<file path="src/rtl/convolution_pipeline_stream.sv">
// rtl/convolution_pipeline_stream.sv - NxN streaming convolution with normalisation shift, rounding and clamp
// Global-stall pipeline: input regs, products, registered adder tree, round/shift/clamp output stage.
module convolution_pipeline_stream #(
  parameter int C_SIGNAL_WIDTH     = 12,
  parameter int C_KERNEL_DIMENSION = 3,
  parameter int C_KERNEL_WIDTH     = 13,
  parameter int C_SHIFT_WIDTH      = 4
) (
  input  logic                                                            clk,
  input  logic                                                            rst,
  input  logic                                                            in_valid,
  output logic                                                            in_ready,
  input  logic [C_KERNEL_DIMENSION*C_KERNEL_DIMENSION*C_SIGNAL_WIDTH-1:0] window_input,
  input  logic [C_KERNEL_DIMENSION*C_KERNEL_DIMENSION*C_KERNEL_WIDTH-1:0] filter,
  input  logic [C_SHIFT_WIDTH-1:0]                                        shift,
  input  logic                                                            round_en,
  output logic                                                            out_valid,
  input  logic                                                            out_ready,
  output logic [C_SIGNAL_WIDTH-1:0]                                       output_pixel,
  output logic                                                            sat_flag
);
  localparam int SW = C_SIGNAL_WIDTH;
  localparam int KW = C_KERNEL_WIDTH;
  localparam int HW = C_SHIFT_WIDTH;
  localparam int NT = C_KERNEL_DIMENSION * C_KERNEL_DIMENSION;
  localparam int T  = $clog2(NT);
  localparam int P  = SW + KW + 1;
  localparam int A  = P + T;
  // Rounding addend can reach 2^(2^HW-2), so the rounded sum needs room for it as well as the sum.
  localparam int R  = ((A > (1 << HW)) ? A : (1 << HW)) + 1;
  localparam logic [HW-1:0] SH_ONE = 1;

  logic advance;
  assign advance  = !out_valid || out_ready;
  assign in_ready = advance;

  logic [NT*SW-1:0] win_r;
  logic [NT*KW-1:0] filt_r;
  logic [HW-1:0]    sh_r;
  logic             rnd_r;
  logic             vld_r;

  always_ff @(posedge clk or negedge rst) begin
    if (!rst)         vld_r <= 1'b0;
    else if (advance) vld_r <= in_valid;
  end

  always_ff @(posedge clk) begin
    if (advance) begin
      win_r  <= window_input;
      filt_r <= filter;
      sh_r   <= shift;
      rnd_r  <= round_en;
    end
  end

  // Level 0 holds the products, level T the single accumulated sum.
  genvar l, i;
  for (l = 0; l <= T; l++) begin : g_lvl
    localparam int CNT = (NT + (1 << l) - 1) >> l;
    logic signed [A-1:0] node_d [CNT];
    logic signed [A-1:0] node   [CNT];
    logic [HW-1:0]       sh_d, sh;
    logic                rnd_d, rnd, vld_d, vld;

    if (l == 0) begin : g_leaf
      assign sh_d  = sh_r;
      assign rnd_d = rnd_r;
      assign vld_d = vld_r;
      for (i = 0; i < CNT; i++) begin : g_mul
        logic signed [P-1:0] px, cf, prod;
        assign px        = {{(P-SW){1'b0}}, win_r[i*SW +: SW]};
        assign cf        = {{(P-KW){filt_r[i*KW+KW-1]}}, filt_r[i*KW +: KW]};
        assign prod      = px * cf;
        assign node_d[i] = {{T{prod[P-1]}}, prod};
      end
    end else begin : g_add
      localparam int PCNT = (NT + (1 << (l-1)) - 1) >> (l-1);
      assign sh_d  = g_lvl[l-1].sh;
      assign rnd_d = g_lvl[l-1].rnd;
      assign vld_d = g_lvl[l-1].vld;
      for (i = 0; i < CNT; i++) begin : g_node
        if (2*i+1 < PCNT) begin : g_pair
          assign node_d[i] = g_lvl[l-1].node[2*i] + g_lvl[l-1].node[2*i+1];
        end else begin : g_pass
          assign node_d[i] = g_lvl[l-1].node[2*i];
        end
      end
    end

    always_ff @(posedge clk or negedge rst) begin
      if (!rst)         vld <= 1'b0;
      else if (advance) vld <= vld_d;
    end

    always_ff @(posedge clk) begin
      if (advance) begin
        sh  <= sh_d;
        rnd <= rnd_d;
        for (int k = 0; k < CNT; k++) node[k] <= node_d[k];
      end
    end
  end

  logic signed [R-1:0] rsum, shifted;
  logic [SW-1:0]       pix_d;
  logic                sat_d;

  always_comb begin
    rsum = {{(R-A){g_lvl[T].node[0][A-1]}}, g_lvl[T].node[0]};
    if (g_lvl[T].rnd && (g_lvl[T].sh != '0))
      rsum = rsum + ({{(R-1){1'b0}}, 1'b1} << (g_lvl[T].sh - SH_ONE));
    shifted = rsum >>> g_lvl[T].sh;
    pix_d   = shifted[SW-1:0];
    sat_d   = 1'b0;
    if (shifted[R-1]) begin
      pix_d = '0;
      sat_d = 1'b1;
    end else if (|shifted[R-2:SW]) begin
      pix_d = '1;
      sat_d = 1'b1;
    end
  end

  always_ff @(posedge clk or negedge rst) begin
    if (!rst) begin
      out_valid    <= 1'b0;
      output_pixel <= '0;
      sat_flag     <= 1'b0;
    end else if (advance) begin
      out_valid    <= g_lvl[T].vld;
      output_pixel <= pix_d;
      sat_flag     <= sat_d;
    end
  end
endmodule

</file>
<file path="config.mk">
export PLATFORM = sky130hd
export DESIGN_NAME = convolution_pipeline_stream
export DESIGN_NICKNAME = d
export VERILOG_FILES = /design/src/rtl/convolution_pipeline_stream.sv
export SDC_FILE = /design/constraint.sdc
export NUM_CORES = 2
export LEC_CHECK = 0
export CAP_MARGIN = 20
export CELL_PAD_IN_SITES_DETAIL_PLACEMENT = 1
export CELL_PAD_IN_SITES_GLOBAL_PLACEMENT = 1
export CORE_MARGIN = 1
export CORE_UTILIZATION = 57
export DETAILED_ROUTE_END_ITERATION = 8
export DONT_BUFFER_PORTS = 1
export PLACE_DENSITY_LB_ADDON = 0.1
export SLEW_MARGIN = 40
export SYNTH_ARGS = -nofsm -noshare
export SYNTH_HDL_FRONTEND = slang
export SYNTH_SLANG_ARGS = --single-unit
export TNS_END_PERCENT = 30
</file>
<file path="constraint.sdc">
create_clock -name clk -period 89.6 [get_ports clk]
set_clock_uncertainty 0.15 [all_clocks]
set_input_delay 13.44 -clock clk [delete_from_list [all_inputs] [get_ports clk]]
set_output_delay 13.44 -clock clk [all_outputs]
set_load 0.02 [all_outputs]
</file>
==> impl_metrics.json <==
{
  "cp_slowest_cell": "nand2b_4",
  "holdWs_ns": 0.263,
  "synth_top_family_by_area": "adder cells",
  "clock-sinks": 827,
  "path_delay_family": "simple AND/OR/NAND/NOR gates",
  "routedWlPerCell_um": 21.1,
  "cts_buffers": 99,
  "cts_root_buf": "clkbuf_16",
  "fillers": 16100,
  "yosys.area_share.simple_pct": 13.3,
  "clk_latency_ns": 0.73,
  "tns_ns": 0,
  "worstMarginPinSlew_ns": 0.828,
  "cts_resized": 0,
  "cts_hold_buf": 0,
  "design.core.area_um2": 150000,
  "grt_max_degree": 156,
  "ys.flop_type": "edfxtp_1",
  "crit_arrival_ns": 13.68,
  "run_status": "complete, no violations",
  "drtIter0Drc": 2544,
  "period_needed_ns": 27.27,
  "die_h_um": 392,
  "numPortBuffers": 0,
  "synth.mux.area_fraction_pct": 0.619,
  "ys_seq_area_share_pct": 28.5,
  "syn_area_per_cell_um2": 10.4,
  "grt_setup_unrepaired": "false",
  "initial_core_util_pct": 57.7,
  "postCtsSetupBuffers": 0,
  "synth-edff-count": 807,
  "synth_top_cells_by_area": "edfxtp_1 28%, fa_1 23%, ha_1 16%",
  "synth_warnings": 0,
  "cap_violations": 0,
  "synth_nets": 10600,
  "ys_ff_latch": 827,
  "pin_count": 249,
  "viasPerCell": 5.72,
  "drt-total-wl_um": 217000,
  "antenna_found_initial": 0,
  "synth_xor_area_share_pct": 3.88,
  "cts_tree": "yes",
  "die_x_um": 392,
  "critical_path.max_fanout": 3,
  "min_path_type": "reg -> reg",
  "final_common_cell": "inv_1",
  "dieArea_um2": 154000,
  "grtUsageTotal_pct": 29.1,
  "clk_pin_slew_ns": 0.06,
  "async_reset_ff_share_pct": 2.42,
  "cp.buffers_inverters": 0,
  "layout_common_cells": "1,364 x inv_1, 1,091 x ha_1, 999 x fa_1, 893 x nand2_1, 807 x edfxtp_1",
  "synth_compound_area_share_pct": 7.67,
  "synth_top_area_share_pct": 28.0,
  "area_growth_pct": 5.90,
  "synth_top_cell_by_area": "edfxtp_1",
  "hold_viol": 0,
  "grt_pass1_vias": 66700,
  "fin_nets": 10500,
  "cp-end-kind": "output port",
  "diodes": 0,
  "vias": 58800,
  "maxSlewViolCount": 0,
  "clk_path_buf_depth": 3,
  "ant_nets": 0,
  "dp_hpwl_um": 169000,
  "max_stage_delay_ns": 0.22,
  "post-route-period-util_pct": 30.4,
  "grt.overflow.total": 0,
  "yosys.area_share.adder_pct": 38.8,
  "required_ns": 76.01,
  "place_congestion": 0.885,
  "fmax_mhz": 36.7,
  "relSlewSlack_pct": 44.8,
  "synthCells": 8322,
  "setup_violations": 0,
  "worst_setup_path_start_kind": "input pin",
  "h-tree-depth": 3,
  "worstSetupPathType": "in -> out",
  "row_count": 142,
  "grt_pass1_wl_um": 354000,
  "firstDrtPassIters": 7,
  "drive_gt1_share_pct": 3.15,
  "post-route-drc-count": 0,
  "netlist_area_um2": 86700,
  "path_cells": "nand2b_4",
  "ys_types": 90
}
==> layer usage <==
| metal | vias up | part of all wire (%) | track usage, % | wire length [um] |
|---|---|---|---|---|
| met5 | - | 0 | 0 | 0 |
| met4 | 0 | 4.5 | 12.0 | 9700 |
| met3 | 406 | 3.1 | 2.96 | 6660 |
| met2 | 1108 | 52 | 52.6 | 113000 |
| met1 | 30200 | 40 | 35.2 | 87600 |
| li1 | 27000 | - | - | - |
==> state kept, by name, indices dropped and copies added (netlist names) <==
register,count
filt_r,117
win_r,108
g_lvl.node,552
output_pixel,12
g_lvl.vld,5
g_lvl.rnd,5
g_lvl.rnd_d,1
g_lvl.sh_d,4
out_valid,1
g_lvl.sh,20
g_lvl.vld_d,1
sat_flag,1
==> logic make-up (layout without fill, tap and decap cells) <==
logic type | count (synthesis) | after routing
simple gates | 2345 | 2345
compound gates | 995 | 995
xor+xnor | 384 | 384
fa+ha+maj | 2090 | 2090
mux | 42 | 42
flops | 827 | 827
buf+inv | 1639 | 1565
==> final cells by class <==
| class | instances | area [um^2] | area share (%) |
|---|---|---|---|
| Multi-Input combinational cell | 5856 | 55800 | 60.8 |
| Sequential cell | 827 | 24700 | 26.9 |
| Inverter | 1365 | 5120 | 5.58 |
| Clock buffer | 118 | 2610 | 2.84 |
| Tap cell | 2016 | 2520 | 2.75 |
| Clock inverter | 61 | 812 | 0.885 |
| Timing Repair Buffer | 21 | 216 | 0.236 |
==> worst reg2reg max path, delay by kind of cell, from the launching register on <==
kind                       cells  cell delay (ns)
AOI/OAI and AO/OA              6             2.17
adders and majority gates      7             3.12
xor gates and xnor gates       1             0.15
buffers and inverters          4             0.22
DFF                            1             0.63
and+or+nand+nor                2             0.44
==> metrics by stage <==
| step | instance area (um^2) | utilization (%) | setup slack, ns | instances |
|---|---|---|---|---|
| floorplan | 86700 | - | 40.28 | 8322 |
| global placement | 88300 | 58.7 | 62.34 | 10100 |
| detailed placement | 88300 | 58.8 | 62.34 | 10100 |
| CTS | 91700 | 61.0 | 62.34 | 10300 |
| global route | 91800 | 61.1 | 62.33 | 10300 |
| finish | 91800 | 61.1 | 62.33 | 10300 |
==> synthesized netlist by cell type (8+ instances only) <==
cell type	instances
a311oi_1	12
o21ai_0	185
a22oi_1	9
and2_1	617
clkbuf_1	255
nand3_1	88
nand2b_1	90
o2111ai_1	13
inv_1	1364
o21bai_1	28
or2_2	18
nor3_1	120
nor2b_1	110
and3_1	50
dfrtp_1	20
a211o_1	11
o41ai_1	10
a21o_1	111
xor2_1	92
or3_1	34
mux4_2	8
a211oi_1	42
ha_1	1091
o21a_1	61
nand2_1	893
o221ai_1	8
a31oi_1	27
a21boi_0	11
o31a_1	13
a31o_2	18
o31ai_1	28
edfxtp_1	807
buf_2	9
xnor2_1	292
a21oi_1	280
fa_1	999
o211ai_1	24
mux2i_1	21
a41oi_1	11
o211a_1	11
nor2_1	272
mux2_2	13
nand4_1	23
==> path summary, 6_finish.rpt <==
kind,from,end,slack [ns],cells past startpoint
worst max-delay path,out_ready,in_ready,62.33,1
worst min-delay path,g_lvl[1].node[0][122],g_lvl[2].node[0][62],0.26,0
worst max register to register,win_r[91],g_lvl[0].node[0][234],82.46,20
worst min register to register,g_lvl[1].node[0][122],g_lvl[2].node[0][62],0.26,0
max in group asynchronous,rst,g_lvl[2].vld,76.96,0
min in group asynchronous,rst,output_pixel[1],12.26,0
Power is left out: the tool's default activity adds up to more than one toggle a clock period on the data nets, which glitch-free logic cannot reach.
